## src/rtl/var2_pkg.sv

```systemverilog
// Shared definitions for the var2 truth-table scanner: FSM states and
// scan constants used by the controller and its testbench.
package var2_pkg;

  typedef enum logic [1:0] {
    ST_IDLE  = 2'd0,
    ST_FEED  = 2'd1,
    ST_DRAIN = 2'd2,
    ST_DONE  = 2'd3
  } scan_state_t;

  localparam int          N_VEC       = 32;
  localparam logic [31:0] VAR2_GOLDEN = 32'hB0B0B000;

endpackage

```

## src/rtl/var2_eval.sv

```systemverilog
// Pipelined evaluator for the var2 boolean function.
// The result for a vector presented on 'in' appears on 'out' LAT clocks later.
module var2_eval #(
  parameter int LAT = 2
) (
  input  logic       clk,
  input  logic       rst_n,
  input  logic [4:0] in,
  output logic       out
);

  // The function under scan: (v4 | v3) & v2 & (~v1 | v0)
  function automatic logic var2_f(input logic [4:0] v);
    return (v[4] | v[3]) & v[2] & (~v[1] | v[0]);
  endfunction

  logic [LAT-1:0] stage_r;

  // Register the evaluated bit and shift it through the remaining stages
  always_ff @(posedge clk or negedge rst_n) begin
    if (!rst_n) begin
      stage_r <= '0;
    end else begin
      stage_r[0] <= var2_f(in);
      for (int i = 1; i < LAT; i++) begin
        stage_r[i] <= stage_r[i-1];
      end
    end
  end

  assign out = stage_r[LAT-1];

endmodule

```

## src/rtl/var2_scan_ctrl.sv

```systemverilog
// Scan controller: walks all 32 input vectors through the var2 evaluator,
// builds the truth table, counts ones and compares against a sampled golden table.
module var2_scan_ctrl
  import var2_pkg::*;
#(
  parameter int LAT = 2
) (
  input  logic        clk,
  input  logic        rst_n,
  input  logic        start,
  input  logic        abort,
  input  logic [31:0] expect_tbl,
  output logic        busy,
  output logic        done,
  output logic [31:0] table_out,
  output logic [5:0]  ones,
  output logic        pass
);

  scan_state_t state_r, state_s;

  logic [4:0]     idx_r;
  logic [7:0]     drain_cnt_r;
  logic [31:0]    exp_r;
  logic [LAT-1:0] tag_vld_r;
  logic [4:0]     tag_idx_r [LAT];

  logic        busy_r, done_r, pass_r;
  logic [31:0] table_r, table_nxt_s;
  logic [5:0]  ones_r, ones_nxt_s;

  logic accept_s, feed_s, flush_s, wr_s, res_s;

  // Only an idle controller takes a start, and a simultaneous abort cancels it
  assign accept_s = (state_r == ST_IDLE) && start && !abort;
  assign feed_s   = (state_r == ST_FEED);
  assign flush_s  = abort && ((state_r == ST_FEED) || (state_r == ST_DRAIN));
  assign wr_s     = tag_vld_r[LAT-1];

  var2_eval #(.LAT(LAT)) u_eval (
    .clk   (clk),
    .rst_n (rst_n),
    .in    (idx_r),
    .out   (res_s)
  );

  // Next-state decode of the scan sequencer
  always_comb begin
    state_s = state_r;
    case (state_r)
      ST_IDLE: begin
        if (accept_s) state_s = ST_FEED;
        else          state_s = ST_IDLE;
      end
      ST_FEED: begin
        if (abort)                             state_s = ST_IDLE;
        else if (idx_r == 5'(N_VEC - 1))       state_s = ST_DRAIN;
        else                                   state_s = ST_FEED;
      end
      ST_DRAIN: begin
        if (abort)                             state_s = ST_IDLE;
        else if (drain_cnt_r == 8'(LAT - 1))   state_s = ST_DONE;
        else                                   state_s = ST_DRAIN;
      end
      ST_DONE: begin
        state_s = ST_IDLE;
      end
      default: begin
        state_s = ST_IDLE;
      end
    endcase
  end

  // Merge the tagged evaluator result into the table and the ones count
  always_comb begin
    table_nxt_s = table_r;
    ones_nxt_s  = ones_r;
    if (wr_s) begin
      table_nxt_s[tag_idx_r[LAT-1]] = res_s;
      ones_nxt_s                    = ones_r + {5'd0, res_s};
    end else begin
      table_nxt_s = table_r;
      ones_nxt_s  = ones_r;
    end
  end

  // State register, drain counter and registered status flags
  always_ff @(posedge clk or negedge rst_n) begin
    if (!rst_n) begin
      state_r     <= ST_IDLE;
      drain_cnt_r <= 8'd0;
      busy_r      <= 1'b0;
      done_r      <= 1'b0;
    end else begin
      state_r     <= state_s;
      drain_cnt_r <= (state_r == ST_DRAIN) ? drain_cnt_r + 8'd1 : 8'd0;
      busy_r      <= (state_s == ST_FEED) || (state_s == ST_DRAIN);
      done_r      <= (state_s == ST_DONE);
    end
  end

  // Valid/index tags travel alongside the evaluator so each result finds its slot
  always_ff @(posedge clk or negedge rst_n) begin
    if (!rst_n) begin
      tag_vld_r <= '0;
      for (int i = 0; i < LAT; i++) begin
        tag_idx_r[i] <= 5'd0;
      end
    end else begin
      if (flush_s) begin
        tag_vld_r <= '0;
      end else begin
        tag_vld_r[0] <= feed_s;
        for (int i = 1; i < LAT; i++) begin
          tag_vld_r[i] <= tag_vld_r[i-1];
        end
      end
      tag_idx_r[0] <= idx_r;
      for (int i = 1; i < LAT; i++) begin
        tag_idx_r[i] <= tag_idx_r[i-1];
      end
    end
  end

  // Scan datapath: vector index, golden capture, result table, count and verdict
  always_ff @(posedge clk or negedge rst_n) begin
    if (!rst_n) begin
      idx_r   <= 5'd0;
      exp_r   <= 32'd0;
      table_r <= 32'd0;
      ones_r  <= 6'd0;
      pass_r  <= 1'b0;
    end else if (accept_s) begin
      idx_r   <= 5'd0;
      exp_r   <= expect_tbl;
      table_r <= 32'd0;
      ones_r  <= 6'd0;
      pass_r  <= 1'b0;
    end else begin
      table_r <= table_nxt_s;
      ones_r  <= ones_nxt_s;
      // The 5-bit index wraps to 0 after 31, but FEED has already been left by then
      idx_r   <= feed_s ? idx_r + 5'd1 : idx_r;
      if (flush_s) begin
        pass_r <= 1'b0;
      end else if (state_s == ST_DONE) begin
        pass_r <= (table_nxt_s == exp_r);
      end else begin
        pass_r <= pass_r;
      end
    end
  end

  assign busy      = busy_r;
  assign done      = done_r;
  assign table_out = table_r;
  assign ones      = ones_r;
  assign pass      = pass_r;

endmodule

```

## config.mk

```make
export PLATFORM = sky130hd
export DESIGN_NAME = var2_scan_ctrl
export DESIGN_NICKNAME = d
export VERILOG_FILES = /design/src/rtl/var2_pkg.sv /design/src/rtl/var2_eval.sv /design/src/rtl/var2_scan_ctrl.sv
export SDC_FILE = /design/constraint.sdc
export NUM_CORES = 1
export LEC_CHECK = 0
export ABC_CLOCK_PERIOD_IN_PS = 3480
export CAP_MARGIN = 20
export CORE_UTILIZATION = 30
export DETAILED_ROUTE_END_ITERATION = 16
export GPL_TIMING_DRIVEN = 0
export PLACE_DENSITY = 0.49
export SKIP_CTS_REPAIR_TIMING = 1
export SLEW_MARGIN = 20
export SYNTH_ARGS = -nofsm -noshare
export SYNTH_HDL_FRONTEND = slang
export SYNTH_HIERARCHICAL = 1
export SYNTH_SLANG_ARGS = --single-unit
```

## constraint.sdc

```tcl
create_clock -name clk -period 3.48 [get_ports clk]
set_clock_uncertainty 0.1 [all_clocks]
set_input_delay 0.696 -clock clk [delete_from_list [all_inputs] [get_ports clk]]
set_output_delay 0.696 -clock clk [all_outputs]
set_load 0.005 [all_outputs]
```

Word-level counts from Yosys, hierarchy flattened --
Cells that the tools add are included.
Word-level totals: memories kept 0, bits in latches 0, bits in writable memories 0, bits in read-only memories 0, output and inout port bits 41, register bits 102
Cells by class: shift-type cells 0, $mul 0, order comparisons 2, div/mod/pow operators 0, equality and inequality tests 9, add/sub/neg operators 3, mux-type cells 20, bitwise logic cells 5, reductions and logical operators 11
Operators with widths (number):
- 32-bit two-way mux | 2
- 32-bit bitwise mux | 1
- 32-bit equality test | 1
- 6-bit two-way mux | 2
- 5-bit two-way mux | 2
- 8-bit by 1-bit adder with 8-bit output (second input constant) | 1
- 2-bit equality test (second input constant) | 4
- 8-bit by 1-bit equality test with 1-bit output (second input constant) | 1
- 2-bit two-way mux | 4
- 8-bit two-way mux | 1
- 2-bit one-hot mux with 4 select lines | 1
- 6-bit by 1-bit adder with 6-bit output | 1
- 5-bit by 6-bit less-than comparator with 1-bit output (second input constant) | 1
- 1-bit two-way mux | 6
- 5-bit by 1-bit adder with 5-bit output (second input constant) | 1
- 1-bit demux with 5-bit select | 1
- 5-bit equality test (second input constant) | 1
- 5-bit by 1-bit greater-or-equal comparator with 1-bit output (second input constant) | 1
- 2-bit by 1-bit equality test with 1-bit output (second input constant) | 2
- 1-bit logical AND | 4
- 2-bit nonzero test | 2
- 3-bit nonzero test | 1
- 1-bit bitwise AND | 2
- 2-bit zero test | 1
- other kinds (4) | 6

Depth between registers and ports, before layout --
depth after elaboration 10, gate-level depth with buffers 11

Modules after synthesis --
Netlist, hierarchy kept.
Modules (own cells, without submodules):
- var2_scan_ctrl | cells an instance 518, seq. area each 2502.4 um^2, times used 1, area an instance 4967.3 um^2
- var2_eval | cells an instance 4, seq. area each 50.0 um^2, times used 1, area an instance 65.1 um^2

Worst setup path after synthesis --
No wires, ideal clock.
path kind register -> register, start point reg idx_r[0], end point reg pass_r (netlist: pass), data required time 3.303 ns, path buffers 0, library setup time 0.077 ns, path slack 1.145 ns, stages on the path, launching flop included 12, arrival 2.159 ns, cells stage by stage dfrtp_1 -> ha_1 -> and3_1 -> ha_1 -> nor2b_1 -> a41oi_1 -> o31ai_1 -> ha_1 -> nand2_1 -> a2111oi_0 -> nand4_1 -> o21ai_1
On the way: cells in the longest elaborated chain, start to end 6
Ends and longest elaborated chain:
- from (decl) | line var2_scan_ctrl.sv:22 | logic [4:0] idx_r;
- from (signal assigned) | line var2_scan_ctrl.sv:143 | idx_r <= feed_s ? idx_r + 5'd1 : idx_r;
- 5-bit equality test | line var2_scan_ctrl.sv:57 | else if (idx_r == 5'(N_VEC - 1)) state_s = ST_DRAIN;
- 2-bit two-way mux | line var2_scan_ctrl.sv:57
- 2-bit two-way mux | line var2_scan_ctrl.sv:56 | if (abort) state_s = ST_IDLE;
- 2-bit one-hot mux with 4 select lines | line var2_scan_ctrl.sv:50 | case (state_r)
- named net state_s[0] | line var2_scan_ctrl.sv:20 | scan_state_t state_r, state_s;
- 2-bit equality test | line var2_scan_ctrl.sv:146 | end else if (state_s == ST_DONE) begin
- 3-bit nonzero test (no line)
- to (signal assigned) | line var2_scan_ctrl.sv:147 | pass_r <= (table_nxt_s == exp_r);
- to (signal assigned) | line var2_scan_ctrl.sv:149 | pass_r <= pass_r;
- to (decl) | line var2_scan_ctrl.sv:28 | logic busy_r, done_r, pass_r;
The timed path passes the listed nets, and every way through them passes these cells. A chain may end at the register's enable or synchronous reset.

Final worst setup path --
start point in abort, end point reg pass_r (netlist: pass)
On the way: cells in the longest elaborated chain, start to end 6, elaborated cells between the ends (all ways) 11, those cells by class eq/ne: 1; mux: 6; reduce/logical: 4
Ends and longest elaborated chain:
- from (decl) | line var2_scan_ctrl.sv:11 | input logic abort,
- 1-bit zero test | line var2_scan_ctrl.sv:35 | assign accept_s = (state_r == ST_IDLE) && start && !abort;
- 1-bit logical AND | line var2_scan_ctrl.sv:35
- 1-bit two-way mux | line var2_scan_ctrl.sv:52 | if (accept_s) state_s = ST_FEED;
- 2-bit one-hot mux with 4 select lines * | line var2_scan_ctrl.sv:50
- named net state_s[0] | line var2_scan_ctrl.sv:20
- 2-bit equality test * | line var2_scan_ctrl.sv:146
- 3-bit nonzero test (no line) *
The timed path passes the listed nets; every way through them passes the cells marked *.

==> metrics <==
Critical Path RT 3.67 ns; Die X 131.5 microns; ys flop type dfrtp_1; commonest cells in the netlist nand2_1, dfrtp_1, nor2_1, mux2i_1, xnor2_1; largest family of logic cells by synthesized area simple AND/OR/NAND/NOR gates; fin area 6407 sq um; RSZ-0062 raised after global routing false; Cell Area, Placed 6092 sq um; Crit. End Element register; Arrival @ worst endpoint 3.37 ns; VDD IR max 0.0002979 V; top cell type's share of synthesized area 50.72%; post-synthesis cell type count 57; via count 4063; Power Density 463.1 nW/um^2; synthesized cell area 5032 sq um; vias in the first global route 4164; core box area 16120 sq um; area grow syn2layout 27.32%; Root Buffer clkbuf_16; Simple-Gate Fraction of Synth Area 24.37%; final period utilization 91.50%; Mapped Cells 522; WL/cell 18.19 microns; CTS H-tree lvls 3; EDFF count, synth 0; die area 17300 sq um; P_sw 0.8905 mW; ant diodes 0; Combinational Power Share 16.4%; clock share of power 36.4%; clock tree sinks 102; Setup WS pre-CTS -0.1366 ns; row cnt 46; Clock Tree Buf Depth 2; Post-Synth Adder-Cell Area 2.486%; IO Count 77; final worst setup slack 0.2958 ns; net switching share of the total power 30.01%; Hold Vio Cnt, Final 0; largest net degree at the start of global routing 57; internal power 2.077 mW; Post-Syn Nets 568; CTS tree done; Max Fclk 314.1 MHz; Crit path max-delay family compound AO/OA/AOI/OAI gates; syn_area_per_cell 9.640 sq um; initial antenna violation count 0; Slew Limit Fails 0; crit path from abort; Die Y 131.5 microns; mux share of post-synthesis cell area 5.172%; GP Congestion 0.8924; Antenna Nets Post-Route 0; Rel. slew slack 47.40%; sequential share of power 47.2%; Seq cells post-synth 102; Pwr Total 2.967 mW; leakage power 2.932 nW; Crit Path Max Fanout 10; FF-to-FF Start state_r[0]; top post-synthesis cells by area dfrtp_1, nand2_1, mux2i_1; layout cell share with drive strength beyond 1 5.691%; Compound-Gate Fraction of Synth Area 8.503%; total grt overflow 0; Clock Latency Late Sink 0.37 ns; Setup crit start kind primary input; via/cell ratio 4.889; most common cell in the netlist nand2_1; NumNets Final 656; share of flip-flops with an asynchronous set or reset 100.0%; total wire length 15120 microns; final setup violation count 0; Slew @ Worst Pin 0.7890 ns; DRT iter0 DRCs 219; clock-pin slew on the worst setup and hold paths 0.07 ns; Pre-antenna DRT Iters 5; Hold Crit Class in2async; fillers 1646; Synth Area in XOR/XNOR 5.395%; max cap viols 0; Total GRT Usage 18.36%; minimum clock period after layout 3.184 ns; IO buf count 76; first-pass GRT wire length 24070 microns; status finished clean; sequential area share after synthesis 50.72%; crit path buf inv count 2; CP cell instances clkdlybuf4s50_1 > or2_2 > clkbuf_1 > o31ai_1 > ha_1 > nand2_1 > a2111oi_1 > nand4_1 > o21ai_1; Ys Warns 6; CP max-delay cell clkdlybuf4s50_1; slowest stage delay, CP 0.53 ns; Crit Path Category in2reg; DRC 0; Detail Placement HPWL 11390 microns; Yosys top cell by area dfrtp_1; Initial Utilization 31.23%; CTS buffer count 9
[final timing paths]
kind                                     end  slack (ns)  cells past startpoint
worst max-delay path                    pass        0.30                      9
max in group asynchronous          exp_r[16]        2.48                      2
worst max register to register          pass        0.51                     11
worst min register to register  tag_idx_r[4]        0.25                      0
min in group clk                tag_idx_r[4]        0.25                      0
worst min-delay path                 ones[2]        0.16                      1
[per-stage QoR]
step / utilization (%) / setup TNS (ns) / hold slack, ns / cells
after CTS: 39.75 / 0 / 0.1819 / 831
after detailed placement: 37.80 / -0.1366 / 0.2347 / 815
after global placement: 37.62 / -243.35 / 0.2371 / 814
after floorplan: - / 0 / 0.2312 / 522
final: 39.76 / 0 / 0.1586 / 831
after global routing: 39.76 / 0 / 0.1925 / 831
[cell families (layout without fill, tap and decap cells)]
kind of cell,after synthesis,count (layout)
and+or+nand+nor,257,257
AOI/OAI and AO/OA,59,59
muxes,26,26
adders and majority gates,10,10
DFF,102,102
buffers and inverters,37,130
xor gates and xnor gates,31,31
[worst register-to-register path, cell delays in order (launching register included)]
cell and delay (ns):
dfrtp_1 0.38, inv_1 0.08, ha_1 0.19, nand2_1 0.07, or2_2 0.32, clkbuf_1 0.34
o31ai_1 0.21, ha_1 0.28, nand2_1 0.09, a2111oi_1 0.53, nand4_1 0.14, o21ai_1 0.15
[cells in the final DEF, fill, tap and decap left out, types with 4 or more instances in the layout]
cell type / Yosys / final
clkdlybuf4s50_1: 0 / 75
nor2b_1: 12 / 12
nand3_1: 14 / 14
buf_2: 6 / 6
nand4b_1: 6 / 6
a32oi_1: 5 / 5
xnor2_1: 18 / 18
clkbuf_1: 13 / 13
o32ai_1: 4 / 4
xor2_1: 13 / 13
nor2_1: 59 / 59
nand4_1: 12 / 12
clkbuf_16: 0 / 9
a21oi_1: 15 / 15
inv_1: 11 / 11
ha_1: 10 / 10
nand2_1: 110 / 110
mux2i_1: 26 / 26
and2_1: 6 / 6
nand2b_1: 7 / 7
o21ai_0: 6 / 6
dfrtp_1: 102 / 102
[routing by layer]
layer | wire length (microns) | track usage (%) | up-vias | share of wire [%]
met2 | 7179 | 29.13 | 97 | 47
met1 | 7140 | 25.59 | 1995 | 47
met3 | 660 | 3.434 | 11 | 4.4
met4 | 135 | 4.651 | 0 | 0.89
li1 | - | - | 1960 | -
met5 | 0 | 0 | - | 0
[layout make-up]
| type | count | area [sq um] | area share [%] |
|---|---|---|---|
| Clock inverter | 6 | 75.07 | 1.172 |
| Sequential cell | 102 | 2552 | 39.84 |
| Timing Repair Buffer | 77 | 789.5 | 12.32 |
| Clock buffer | 10 | 239.0 | 3.730 |
| Tap cell | 216 | 270.3 | 4.218 |
| Inverter | 11 | 41.29 | 0.6444 |
| Multi-Input combinational cell | 383 | 2312 | 36.09 |
| Buffer | 26 | 127.6 | 1.992 |
[sequential cells by signal (all words and copies together), names as in the netlist]
signal,flops
idx_r,5
exp_r,32
tag_idx_r,10
tag_vld_r,2
done,1
drain_cnt_r,8
pass,1
table_out,32
u_eval/stage_r,2
state_r,2
ones,6
busy,1
[power by group through the flow]
stage	logic, mW	clock network [mW]	registers, mW
after CTS	0.491	1.11	1.40
after global routing	0.540	1.15	1.42
after global placement	0.482	0	1.42
after floorplan	0.311	0	1.38
final	0.487	1.08	1.40
after detailed placement	0.488	0	1.42
No activity file was read; power rests on OpenSTA's default activity.
